## src/rtl/trigger_seq_node_pkg.sv

```systemverilog
`default_nettype none
// ============================================================================
// Module   : trigger_seq_pkg
// Brief    : Shared encodings for the sequential trigger node: edge modes,
//            stage logic selection, FSM states and per-channel helpers.
// Revision : 1.0 - initial release
// ============================================================================
package trigger_seq_pkg;

  localparam logic [2:0] EM_DIS  = 3'd0;
  localparam logic [2:0] EM_LOW  = 3'd1;
  localparam logic [2:0] EM_HIGH = 3'd2;
  localparam logic [2:0] EM_RISE = 3'd3;
  localparam logic [2:0] EM_FALL = 3'd4;
  localparam logic [2:0] EM_ANY  = 3'd5;

  localparam logic LOGIC_AND = 1'b0;
  localparam logic LOGIC_OR  = 1'b1;

  typedef enum logic [1:0] {
    IDLE  = 2'd0,
    ARMED = 2'd1,
    POST  = 2'd2,
    DONE  = 2'd3
  } trig_state_t;

  // Codes 110/111 fall outside the range and act as disabled.
  function automatic logic chan_enabled(input logic [2:0] mode);
    return (mode >= EM_LOW) && (mode <= EM_ANY);
  endfunction

  // Edge modes only fire once a previous sampled value exists.
  function automatic logic chan_true(input logic [2:0] mode,
                                     input logic       prev_b,
                                     input logic       cur_b,
                                     input logic       has_prev);
    logic res;
    res = 1'b0;
    case (mode)
      EM_LOW:  res = ~cur_b;
      EM_HIGH: res = cur_b;
      EM_RISE: res = has_prev & ~prev_b & cur_b;
      EM_FALL: res = has_prev & prev_b & ~cur_b;
      EM_ANY:  res = has_prev & (prev_b ^ cur_b);
      default: res = 1'b0;
    endcase
    return res;
  endfunction

endpackage
`default_nettype wire

```

## src/rtl/trigger_seq_node_if.sv

```systemverilog
`default_nettype none
// ============================================================================
// Module   : trigger_seq_node_if
// Brief    : Control, configuration, BRAM write port and status bundle of
//            the sequential trigger node.
// Revision : 1.0 - initial release
// ============================================================================
interface trigger_seq_node_if #(
  parameter int DET_NUM    = 13,
  parameter int ADDR_W     = 10,
  parameter int SEQ_STAGES = 2,
  parameter int CNT_W      = 16
);
  logic                            arm;
  logic                            pause;
  logic [DET_NUM-1:0]              trig_din;
  logic [SEQ_STAGES*DET_NUM*3-1:0] trig_edge_mode;
  logic [SEQ_STAGES-1:0]           trig_logic;
  logic [SEQ_STAGES*CNT_W-1:0]     trig_count;
  logic [ADDR_W-1:0]               post_len;

  logic                            wt_ce;
  logic                            wt_en;
  logic [ADDR_W-1:0]               wt_addr;
  logic                            stop_flag;
  logic [ADDR_W-1:0]               stop_addr;
  logic                            overflow_flag;
  logic [2:0]                      stage_idx;
  logic                            busy;

  modport master (
    output arm, pause, trig_din, trig_edge_mode, trig_logic, trig_count, post_len,
    input  wt_ce, wt_en, wt_addr, stop_flag, stop_addr, overflow_flag, stage_idx, busy
  );

  modport slave (
    input  arm, pause, trig_din, trig_edge_mode, trig_logic, trig_count, post_len,
    output wt_ce, wt_en, wt_addr, stop_flag, stop_addr, overflow_flag, stage_idx, busy
  );
endinterface
`default_nettype wire

```

## src/rtl/trigger_seq_node_stage_match.sv

```systemverilog
`default_nettype none
// ============================================================================
// Module   : trigger_stage_match
// Brief    : Combinational match of one trigger stage against the current and
//            previous sampled probe values.
// Revision : 1.0 - initial release
// ============================================================================
module trigger_stage_match
  import trigger_seq_pkg::*;
#(
  parameter int DET_NUM = 13
) (
  input  logic [DET_NUM-1:0]   i_prev,
  input  logic [DET_NUM-1:0]   i_cur,
  input  logic                 i_has_prev,
  input  logic [DET_NUM*3-1:0] i_mode,
  input  logic                 i_logic,
  output logic                 o_match
);

  logic [DET_NUM-1:0] w_en;
  logic [DET_NUM-1:0] w_true;

  for (genvar c = 0; c < DET_NUM; c++) begin : g_chan
    assign w_en[c]   = chan_enabled(i_mode[c*3 +: 3]);
    assign w_true[c] = chan_true(i_mode[c*3 +: 3], i_prev[c], i_cur[c], i_has_prev);
  end

  // Disabled channels are neutral; a stage with none enabled always matches.
  always_comb begin
    o_match = 1'b1;
    if (|w_en) begin
      if (i_logic == LOGIC_OR) o_match = |(w_true & w_en);
      else                     o_match = &(w_true | ~w_en);
    end
  end

endmodule
`default_nettype wire

```

## src/rtl/trigger_seq_node.sv

```systemverilog
`default_nettype none
// ============================================================================
// Module   : trigger_seq_node
// Brief    : Multi-stage sequential trigger with occurrence counters, post-
//            trigger length and circular sample-buffer write addressing.
// Revision : 1.0 - initial release
// ============================================================================
module trigger_seq_node
  import trigger_seq_pkg::*;
#(
  parameter int DET_NUM    = 13,
  parameter int ADDR_W     = 10,
  parameter int SEQ_STAGES = 2,
  parameter int CNT_W      = 16
) (
  input  logic               trig_clk,
  input  logic               trig_rst,
  trigger_seq_node_if.slave  bus
);

  localparam int MODE_W = SEQ_STAGES*DET_NUM*3;

  trig_state_t                 r_state, w_state_nxt;
  logic [MODE_W-1:0]           r_cfg_mode;
  logic [SEQ_STAGES-1:0]       r_cfg_logic;
  logic [SEQ_STAGES*CNT_W-1:0] r_cfg_count;
  logic [ADDR_W-1:0]           r_cfg_post_len;
  logic [DET_NUM-1:0]          r_prev;
  logic                        r_has_prev;
  logic [2:0]                  r_stage;
  logic [CNT_W-1:0]            r_count;
  logic [ADDR_W-1:0]           r_addr, r_post_cnt, r_wt_addr, r_stop_addr;
  logic                        r_wt_en, r_stop_flag, r_overflow;

  logic [SEQ_STAGES-1:0]       w_match_vec;
  logic                        w_match_sel;
  logic [CNT_W-1:0]            w_cnt_raw, w_target;
  logic                        w_busy, w_sample, w_final, w_stage_hit, w_trig;

  for (genvar s = 0; s < SEQ_STAGES; s++) begin : g_stage
    trigger_stage_match #(.DET_NUM(DET_NUM)) u_match (
      .i_prev     (r_prev),
      .i_cur      (bus.trig_din),
      .i_has_prev (r_has_prev),
      .i_mode     (r_cfg_mode[s*DET_NUM*3 +: DET_NUM*3]),
      .i_logic    (r_cfg_logic[s]),
      .o_match    (w_match_vec[s])
    );
  end

  // Select the active stage's match and occurrence target; 0 counts as 1.
  always_comb begin
    w_match_sel = 1'b0;
    w_cnt_raw   = '0;
    for (int s = 0; s < SEQ_STAGES; s++) begin
      if (r_stage == 3'(s)) begin
        w_match_sel = w_match_vec[s];
        w_cnt_raw   = r_cfg_count[s*CNT_W +: CNT_W];
      end
    end
    w_target    = (w_cnt_raw == '0) ? CNT_W'(1) : w_cnt_raw;
    w_stage_hit = w_match_sel && (r_count == w_target - CNT_W'(1));
    w_final     = (r_stage == 3'(SEQ_STAGES-1));
    w_busy      = (r_state == ARMED) || (r_state == POST);
    // arm takes priority, so the arm cycle itself is never sampled.
    w_sample    = w_busy && !bus.pause && !bus.arm;
    w_trig      = w_sample && (r_state == ARMED) && w_stage_hit && w_final;
  end

  // Next-state logic; arm restarts from any state.
  always_comb begin
    w_state_nxt = r_state;
    if (bus.arm) begin
      w_state_nxt = ARMED;
    end else begin
      case (r_state)
        ARMED:   if (w_trig) w_state_nxt = (r_cfg_post_len == '0) ? DONE : POST;
        POST:    if (w_sample && (r_post_cnt == ADDR_W'(1))) w_state_nxt = DONE;
        default: w_state_nxt = r_state;
      endcase
    end
  end

  // FSM state register.
  always_ff @(posedge trig_clk or posedge trig_rst) begin
    if (trig_rst) r_state <= IDLE;
    else          r_state <= w_state_nxt;
  end

  // Config latch, stage counters, write addressing and status flags.
  always_ff @(posedge trig_clk or posedge trig_rst) begin
    if (trig_rst) begin
      r_cfg_mode     <= '0;
      r_cfg_logic    <= '0;
      r_cfg_count    <= '0;
      r_cfg_post_len <= '0;
      r_prev         <= '0;
      r_has_prev     <= 1'b0;
      r_stage        <= '0;
      r_count        <= '0;
      r_addr         <= '0;
      r_post_cnt     <= '0;
      r_wt_addr      <= '0;
      r_stop_addr    <= '0;
      r_wt_en        <= 1'b0;
      r_stop_flag    <= 1'b0;
      r_overflow     <= 1'b0;
    end else if (bus.arm) begin
      r_cfg_mode     <= bus.trig_edge_mode;
      r_cfg_logic    <= bus.trig_logic;
      r_cfg_count    <= bus.trig_count;
      r_cfg_post_len <= bus.post_len;
      r_has_prev     <= 1'b0;
      r_stage        <= '0;
      r_count        <= '0;
      r_addr         <= '0;
      r_post_cnt     <= '0;
      r_wt_addr      <= '0;
      r_wt_en        <= 1'b0;
      r_stop_flag    <= 1'b0;
      r_overflow     <= 1'b0;
    end else begin
      r_wt_en     <= w_sample;
      r_stop_flag <= (r_state == DONE);
      if (w_sample) begin
        r_wt_addr  <= r_addr;
        r_addr     <= r_addr + 1'b1;
        r_prev     <= bus.trig_din;
        r_has_prev <= 1'b1;
        if (r_state == ARMED) begin
          if (r_addr == '1) r_overflow <= 1'b1;
          if (w_stage_hit) begin
            r_count <= '0;
            if (w_final) begin
              r_stop_addr <= r_addr;
              r_post_cnt  <= r_cfg_post_len;
            end else begin
              r_stage <= r_stage + 3'd1;
            end
          end else if (w_match_sel) begin
            r_count <= r_count + 1'b1;
          end
        end else begin
          r_post_cnt <= r_post_cnt - 1'b1;
        end
      end
    end
  end

  assign bus.wt_ce         = r_wt_en;
  assign bus.wt_en         = r_wt_en;
  assign bus.wt_addr       = r_wt_addr;
  assign bus.stop_flag     = r_stop_flag;
  assign bus.stop_addr     = r_stop_addr;
  assign bus.overflow_flag = r_overflow;
  assign bus.stage_idx     = r_stage;
  assign bus.busy          = w_busy;

endmodule
`default_nettype wire
```

## src/flat_wrapper.sv

```systemverilog
// flat-port wrapper written by rule: the top's interface ports become plain ports
module trigger_seq_node_flat import trigger_seq_pkg::*;
#(
  parameter int DET_NUM    = 13,
  parameter int ADDR_W     = 10,
  parameter int SEQ_STAGES = 2,
  parameter int CNT_W      = 16
)
  (trig_clk, trig_rst, bus_arm, bus_pause, bus_trig_din, bus_trig_edge_mode, bus_trig_logic, bus_trig_count, bus_post_len, bus_wt_ce, bus_wt_en, bus_wt_addr, bus_stop_flag, bus_stop_addr, bus_overflow_flag, bus_stage_idx, bus_busy);
  trigger_seq_node_if #(.DET_NUM(DET_NUM), .ADDR_W(ADDR_W), .SEQ_STAGES(SEQ_STAGES), .CNT_W(CNT_W)) bus_i ();
  input  logic trig_clk;
  input  logic trig_rst;
  input wire logic [$bits(bus_i.arm)-1:0] bus_arm;
  input wire logic [$bits(bus_i.pause)-1:0] bus_pause;
  input wire logic [$bits(bus_i.trig_din)-1:0] bus_trig_din;
  input wire logic [$bits(bus_i.trig_edge_mode)-1:0] bus_trig_edge_mode;
  input wire logic [$bits(bus_i.trig_logic)-1:0] bus_trig_logic;
  input wire logic [$bits(bus_i.trig_count)-1:0] bus_trig_count;
  input wire logic [$bits(bus_i.post_len)-1:0] bus_post_len;
  output wire logic [$bits(bus_i.wt_ce)-1:0] bus_wt_ce;
  output wire logic [$bits(bus_i.wt_en)-1:0] bus_wt_en;
  output wire logic [$bits(bus_i.wt_addr)-1:0] bus_wt_addr;
  output wire logic [$bits(bus_i.stop_flag)-1:0] bus_stop_flag;
  output wire logic [$bits(bus_i.stop_addr)-1:0] bus_stop_addr;
  output wire logic [$bits(bus_i.overflow_flag)-1:0] bus_overflow_flag;
  output wire logic [$bits(bus_i.stage_idx)-1:0] bus_stage_idx;
  output wire logic [$bits(bus_i.busy)-1:0] bus_busy;
  assign bus_i.arm = bus_arm;
  assign bus_i.pause = bus_pause;
  assign bus_i.trig_din = bus_trig_din;
  assign bus_i.trig_edge_mode = bus_trig_edge_mode;
  assign bus_i.trig_logic = bus_trig_logic;
  assign bus_i.trig_count = bus_trig_count;
  assign bus_i.post_len = bus_post_len;
  assign bus_wt_ce = bus_i.wt_ce;
  assign bus_wt_en = bus_i.wt_en;
  assign bus_wt_addr = bus_i.wt_addr;
  assign bus_stop_flag = bus_i.stop_flag;
  assign bus_stop_addr = bus_i.stop_addr;
  assign bus_overflow_flag = bus_i.overflow_flag;
  assign bus_stage_idx = bus_i.stage_idx;
  assign bus_busy = bus_i.busy;
  trigger_seq_node #(.DET_NUM(DET_NUM), .ADDR_W(ADDR_W), .SEQ_STAGES(SEQ_STAGES), .CNT_W(CNT_W)) u_core (.trig_clk(trig_clk), .trig_rst(trig_rst), .bus(bus_i));
endmodule
```

## config.mk

```make
export PLATFORM = sky130hd
export DESIGN_NAME = trigger_seq_node_flat
export DESIGN_NICKNAME = d
export VERILOG_FILES = /design/src/rtl/trigger_seq_node_pkg.sv /design/src/rtl/trigger_seq_node_if.sv /design/src/rtl/trigger_seq_node_stage_match.sv /design/src/rtl/trigger_seq_node.sv /design/src/flat_wrapper.sv
export SDC_FILE = /design/constraint.sdc
export NUM_CORES = 1
export LEC_CHECK = 0
export BUFFER_PORTS_ARGS = -buffer_cell sky130_fd_sc_hd__buf_2
export CORE_AREA = 10 10 157 159
export DETAILED_ROUTE_END_ITERATION = 10
export DIE_AREA = 0 0 167 169
export PLACE_DENSITY = 0.8
export SETUP_SLACK_MARGIN = 0.15
export SLEW_MARGIN = 25
export SYNTH_ARGS = -nofsm -noshare
export SYNTH_HDL_FRONTEND = slang
export SYNTH_HIERARCHICAL = 1
export SYNTH_SLANG_ARGS = --single-unit
```

## constraint.sdc

```tcl
create_clock -name trig_clk -period 7.1 [get_ports trig_clk]
set_input_delay 0 -clock trig_clk [delete_from_list [all_inputs] [get_ports trig_clk]]
set_output_delay 0 -clock trig_clk [all_outputs]
set_load 0.1 [all_outputs]
```

======== Word level (Yosys, flattened, before mapping) ========
Cells that the tools add are included.
operators by class
  add/subtract/negate cells ............... 5
  $lt $le $gt $ge ......................... 52
  equality and inequality tests ........... 142
  multiplexer cells ....................... 67
  bitwise gates (word level) .............. 111
  reduce and logical (&&, ||, !) cells .... 58
operators by type and width
  cell                     number
  $eq A3 B2 Y1 const B     52
  $eq A3 B3 Y1 const B     52
  $pmux W1 S5              26
  $mux W16                 8
  $mux W10                 9
  $eq A3 B1 Y1 const B     27
  $ge A3 B1 Y1 const B     26
  $le A3 B3 Y1 const B     26
  $and A1 B1 Y1            65
  $reduce_or A13 Y1        4
  $logic_and A1 B1 Y1      33
  $not A1 Y1               27
  $and A13 B13 Y13         2
  $not A13 Y13             2
  $or A13 B13 Y13          2
  $reduce_and A13 Y1       2
  $add A16 B1 Y16 const B  1
  $eq A16 B16 Y1           1
  $logic_not A16 Y1        1
  $sub A16 B1 Y16 const B  1
  $mux W1                  15
  $mux W3                  5
  $xor A1 B1 Y1            13
  $reduce_and A3 Y1        4
  other kinds (21)         31
storage, ports and cells
  register bits after elaboration ......... 200
  input bits .............................. 139
  logic and storage cells ................. 451

======== Longest topological paths before layout ========
  word-level depth ........................ 16
  mapped depth ............................ 22
  mapped depth without buffers ............ 19

======== By module ========
The synthesis kept the hierarchy.
by module, submodules not included
  module                                           times used  cells an instance  area each (um^2)  sequential area each (um^2)
  trigger_seq_node                                 1           779                9,283.9           5,004.8
  trigger_stage_match (u_core.g_stage[0].u_match)  1           273                1,632.8           0.0
  trigger_stage_match (u_core.g_stage[1].u_match)  1           268                1,564.0           0.0

======== Least setup slack after synthesis ========
OpenSTA, ideal clock, no wires.
  path kind ............................... reg2reg
  start ................................... reg u_core.r_stage[0] (netlist: u_core/bus.stage_idx[0])
  end ..................................... reg u_core.r_stop_addr[1] (netlist: u_core/bus.stop_addr[1])
  setup time .............................. 125 ps
  arrival ................................. 4,922 ps
  data required time ...................... 6,975 ps
  slack ................................... 2,052 ps
  stages on the path, launching flop included .. 21
  path buffers ............................ 3
  cells stage by stage .................... dfrtp_1 ha_1 buf_6 buf_2 nand2_1 a21oi_1 nor2_2 nand4_2 nor2_1 nor2_1 ha_1 inv_1 nor3_1 or4b_1 nor3b_1 o31a_1 o32ai_1 nor4_4 and4_4 buf_8 mux2_2
between the ends
  cells in the longest elaborated chain, start to end .. 9
  elaborated cells on any way between the ends .. 12
  those cells by class .................... add/sub (1); eq/ne (2); mux (5); reduce/logical (4)
RTL lines
  what                           RTL line                 RTL
  start, declared                trigger_seq_node.sv:30   logic [2:0] r_stage;
  start signal, assigned         trigger_seq_node.sv:138  r_stage <= r_stage + 3'd1;
  $logic_not A3 Y1               trigger_seq_node.sv:56   if (r_stage == 3'(s)) begin
  $mux W16 (2 in series)         trigger_seq_node.sv:56
  $logic_not A16 Y1              trigger_seq_node.sv:61   w_target = (w_cnt_raw == '0) ? CNT_W'(1) : w_cnt_raw;
  $mux W16                       trigger_seq_node.sv:61
  $sub A16 B1 Y16                trigger_seq_node.sv:62   w_stage_hit = w_match_sel && (r_count == w_target - CNT_W'(1));
  $eq A16 B16 Y1                 trigger_seq_node.sv:62
  $logic_and A1 B1 Y1            trigger_seq_node.sv:62
  $reduce_and A5 Y1 (no line) *  -
  end signal, assigned           trigger_seq_node.sv:135  r_stop_addr <= r_addr;
  end, declared                  trigger_seq_node.sv:32   logic [ADDR_W-1:0] r_addr, r_post_cnt, r_wt_addr, r_stop_addr;
Mark *: on every way between the ends. The rest lies on a longest branch, timed or not.
A chain may end at the register's enable or synchronous reset.

======== Worst setup path in the final report ========
  start ................................... reg u_core.r_stage[1] (netlist: u_core/bus.stage_idx[1])
  end ..................................... reg u_core.r_stop_addr[9] (netlist: u_core/bus.stop_addr[9])
Same word-level chain as after synthesis.

==> flow_summary.ini <==
[outcome]
outcome = finished clean

[route]
drc = 0
drt.antenna.violating_nets = 0
routed_via_density = 6.02
drt_iter0_drc = 1025
vias = 11200
total_length_of_routed_wires_mm = 34.8
drt_first_pass_iters = 5
wl_per_cell_um = 18.7

[power]
leakagePower_nw = 6.36
power.ir.vdd_worst_mv = 0.141
cellPowerDensity_nw_per_um2 = 200

[setup_path]
cell_chain_of_the_critical_path = inv_1, ha_2, nand3b_1, a21oi_2, nor4_4, nand4_2, nor2_1, nor2_1, ha_1, inv_1, xnor2_1, o2111a_1, a2111oi_0, nand4_1, nor4_4, and4_4, mux2_2
worst_setup_path_start_kind = flop
critical_path_class = flop to flop
critical_path_peak_fanout = 37
worst_path_largest_cell_delay_ps = 630
worstPathArrival_ps = 5600
critical_path.endpoint_type = flop
worst-endpoint-required_ps = 7440
r2r_slack_ps = 1840
crit_slowest_cell = nor4_4
worstReg2RegStart = u_core/bus.stage_idx[1]$_DFFE_PP0P_
path_delay_family = simple AND/OR/NAND/NOR gates
crit_buf_inv = 2
endpoint_of_the_worst_slack_reg_to_reg_timing_path = u_core/bus.stop_addr[9]$_DFFE_PP0P_
ff2ff_path_depth = 17

[timing]
number_of_pins_with_negative_max_slew_slack_in_the_final_report = 0
finalHoldViolCount = 0
timing.final.setup_violations = 0
rsz0062_at_grt = false
timing.setup.tns_ps = 0
slew_headroom_pct = 36.1
fin_crit_sh_pct = 74.0
finClkSkew_ps = 20.9
period_minus_slack_ps = 5260
worstMarginPinSlew_ps = 959
fmax_mhz = 190

[worst_hold_path]
worst_hold_path.endpoint = u_core/r_prev[5]$_DFFE_PP0P_
hold_class = input pin to flop
whs_path_depth = 2
timing.hold.worst.start = bus_trig_din[5]

[synth]
synth_top_family_by_area = simple AND/OR/NAND/NOR gates
yosysWarnings = 6
post_synth_and_or_nand_nor_area_fraction_pct = 22.0
synth-compound-area-share_pct = 15.9
synth.mux.area_fraction_pct = 13.9
yosys.area.top_type = dfrtp_1
area_share_of_the_largest_cell_type_after_synthesis_pct = 40.1
ys_async_sr_fraction_pct = 100
yosys_register_bits = 200
postSynthAreaPerCell_um2 = 9.46
synthTopCellsByArea = dfrtp_1 40%, mux2_2 13%, nand2_1 4.1%
synth.distinct_cells = 84
synth-seq-area-share_pct = 40.1
synth_fa_ha_area_share_pct = 1.70
number_of_enable_flip_flop_cells_after_synthesis = 0
synthesis.area_um2 = 12500
postSynth.topFlopCell = dfrtp_1
synth-xor-area-share_pct = 2.36
post_synth_inst_count = 1320
syn-num-nets = 1476

[floorplanning]
start_util_pct = 57.9
dieHeight_um = 169
floorplan.core_area_um2 = 21600
placement_rows = 54
die_area_um2 = 28200
die_width_um = 167
ioPinCount = 167

[final_layout]
post-route-util_pct = 70.8
final-instance-count-excl-fill = 1859
layout-drive-gt1-share_pct = 24.2
syn_to_final_growth_pct = 22.3
n_fill_cell = 1564
finish.net_count = 1720
finish.instance_area_um2 = 15300

[global_route]
number_of_global_route_vias_before_repair = 11100
initial_antenna_violation_count = 2
globalRouteTotalUtil_pct = 24.2
gr-total-overflow = 0
grt_first_pass_wirelength_mm = 57.4
grt_start_max_net_pins = 133

[clock_tree]
htree_levels = 4
clock-sinks = 200
cts-resized-gates = 0
cts-buffers-inserted = 17
cts_tree = built
clock_tree.buffer_depth = 2
clk_pin_slew_ps = 90
clock_insertion_delay_worst_skew_ps = 450
root_buffer = clkbuf_16
post_cts.repair.setup_buffers = 0

[job]
cap_viol_max_count = 0

[place]
final_weighted_congestion_of_routability_driven_global_placement = 0.885
post-place-cells = 1698
portBuffers = 166
place_area_um2 = 13400
place.detailed.hpwl_mm = 23.0
[where the power goes]
part | switching [mW] | internal [mW] | total, mW
combinational | 0.316 | 0.318 | 0.634
sequential | 0.179 | 1.23 | 1.41
clock | 0.501 | 0.510 | 1.01
[cells in the final DEF (no fill, tap or decap), types with 7 or more instances in the layout]
cell,Yosys,layout
a211oi_1,45,45
a21oi_1,83,83
a311oi_1,7,7
a31oi_1,24,24
and3_1,8,8
and3b_1,7,7
buf_2,18,165
clkbuf_16,0,17
dfrtp_1,200,199
dlygate4sd3_1,0,127
ha_1,17,16
inv_1,41,40
mux2_2,142,142
mux2i_1,9,9
nand2_1,136,136
nand2b_1,36,36
nand3_1,21,21
nand3b_1,34,34
nand4_1,17,17
nand4b_1,8,8
nor2_1,81,81
nor2b_1,13,13
nor3_1,45,45
nor3b_1,24,24
nor4_1,14,14
nor4b_1,8,8
o211ai_1,7,7
o21ai_0,63,63
or2_2,7,7
or3_1,9,9
xnor2_1,14,14
xor2_1,17,17
[cell usage after synthesis, drive strengths merged, types with 4 or more instances]
cell and n:
a2111oi 4, a211o 4, a211oi 46, a21oi 89, a311oi 7, a31oi 24
a32oi 5, a41oi 5, and3 8, and3b 7, buf 35, clkbuf 39
dfrtp 200, ha 17, inv 43, mux2 146, mux2i 9, nand2 136
nand2b 36, nand3 21, nand3b 34, nand4 18, nand4b 8, nor2 83
nor2b 13, nor3 45, nor3b 24, nor4 19, nor4b 10, o2111ai 4
o211ai 7, o21ai 65, o22ai 5, o311ai 4, o32ai 5, or2 7
or3 10, xnor2 14, xor2 17
[layout make-up]
cell class / count / area (µm²) / area share, %
clock inverters: 14 / 179 / 1.17
multi-input cells: 1003 / 6970 / 45.7
flip-flops and latches: 200 / 5010 / 32.8
repair buffers: 299 / 2150 / 14.1
inverters: 43 / 169 / 1.11
diodes: 2 / 5.00 / 0.0328
well taps: 280 / 350 / 2.30
clock buffers: 18 / 429 / 2.81
[repair_timing]
item                       in CTS  in global routing
hold buffers                  127                  0
hold endpoints to repair      257                  0
setup endpoints to repair       0                  0
[registers in the layout, indices dropped and copies added (netlist names), 2 cells and up]
signal,count
u_core/r_cfg_mode,78
u_core/r_cfg_count,32
u_core/r_count,16
u_core/r_prev,13
u_core/bus.stop_addr,10
u_core/bus.wt_addr,10
u_core/r_addr,10
u_core/r_cfg_post_len,10
u_core/r_post_cnt,10
u_core/bus.stage_idx,3
u_core/r_cfg_logic,2
u_core/r_state,2
[layer usage]
| layer | vias up | share of wire [%] | track usage [%] |
|---|---|---|---|
| met1 | 5382 | 41 | 29.6 |
| li1 | 5346 | - | - |
| met5 | - | 0 | 0 |
| met3 | 69 | 5.2 | 4.42 |
| met2 | 399 | 51 | 42.3 |
| met4 | 0 | 2.3 | 7.98 |
[kinds of logic after synthesis]
logic type,count (synthesis)
adders and majority gates,17
xor gates and xnor gates,32
and+or+nand+nor,495
muxes,155
buffers and inverters,117
AOI/OAI and AO/OA,304
DFF,200
[metrics by stage]
stage	setup slack [ps]	power [mW]	hold slack (ps)
after global routing	1440	3.21	24.5
after detailed placement	1660	2.00	235
after CTS	1620	3.06	1.68
final	1840	3.06	26.4
after floorplan	1650	1.81	152
after global placement	1900	1.97	231
[how the worst max path moves through the flow]
| stage | startpoint | to | slack [ps] | cells after the start |
|---|---|---|---|---|
| 2_1_floorplan | trig_rst | u_core/bus.overflow_flag$_DFFE_PP0P_ | 1650 | 1 |
| 3_3_place_gp | u_core/bus.stage_idx[1]$_DFFE_PP0P_ | u_core/bus.stop_addr[9]$_DFFE_PP0P_ | 1900 | 17 |
| 3_5_place_dp | u_core/bus.stage_idx[1]$_DFFE_PP0P_ | u_core/bus.stop_addr[9]$_DFFE_PP0P_ | 1660 | 17 |
| 4_1_cts | u_core/bus.stage_idx[1]$_DFFE_PP0P_ | u_core/bus.stop_addr[9]$_DFFE_PP0P_ | 1620 | 17 |
| 5_1_grt | u_core/bus.stage_idx[0]$_DFFE_PP0P_ | u_core/bus.stop_addr[1]$_DFFE_PP0P_ | 1440 | 18 |
| 6_report | u_core/bus.stage_idx[1]$_DFFE_PP0P_ | u_core/bus.stop_addr[9]$_DFFE_PP0P_ | 1840 | 17 |
(Power assumes the default switching activity.)
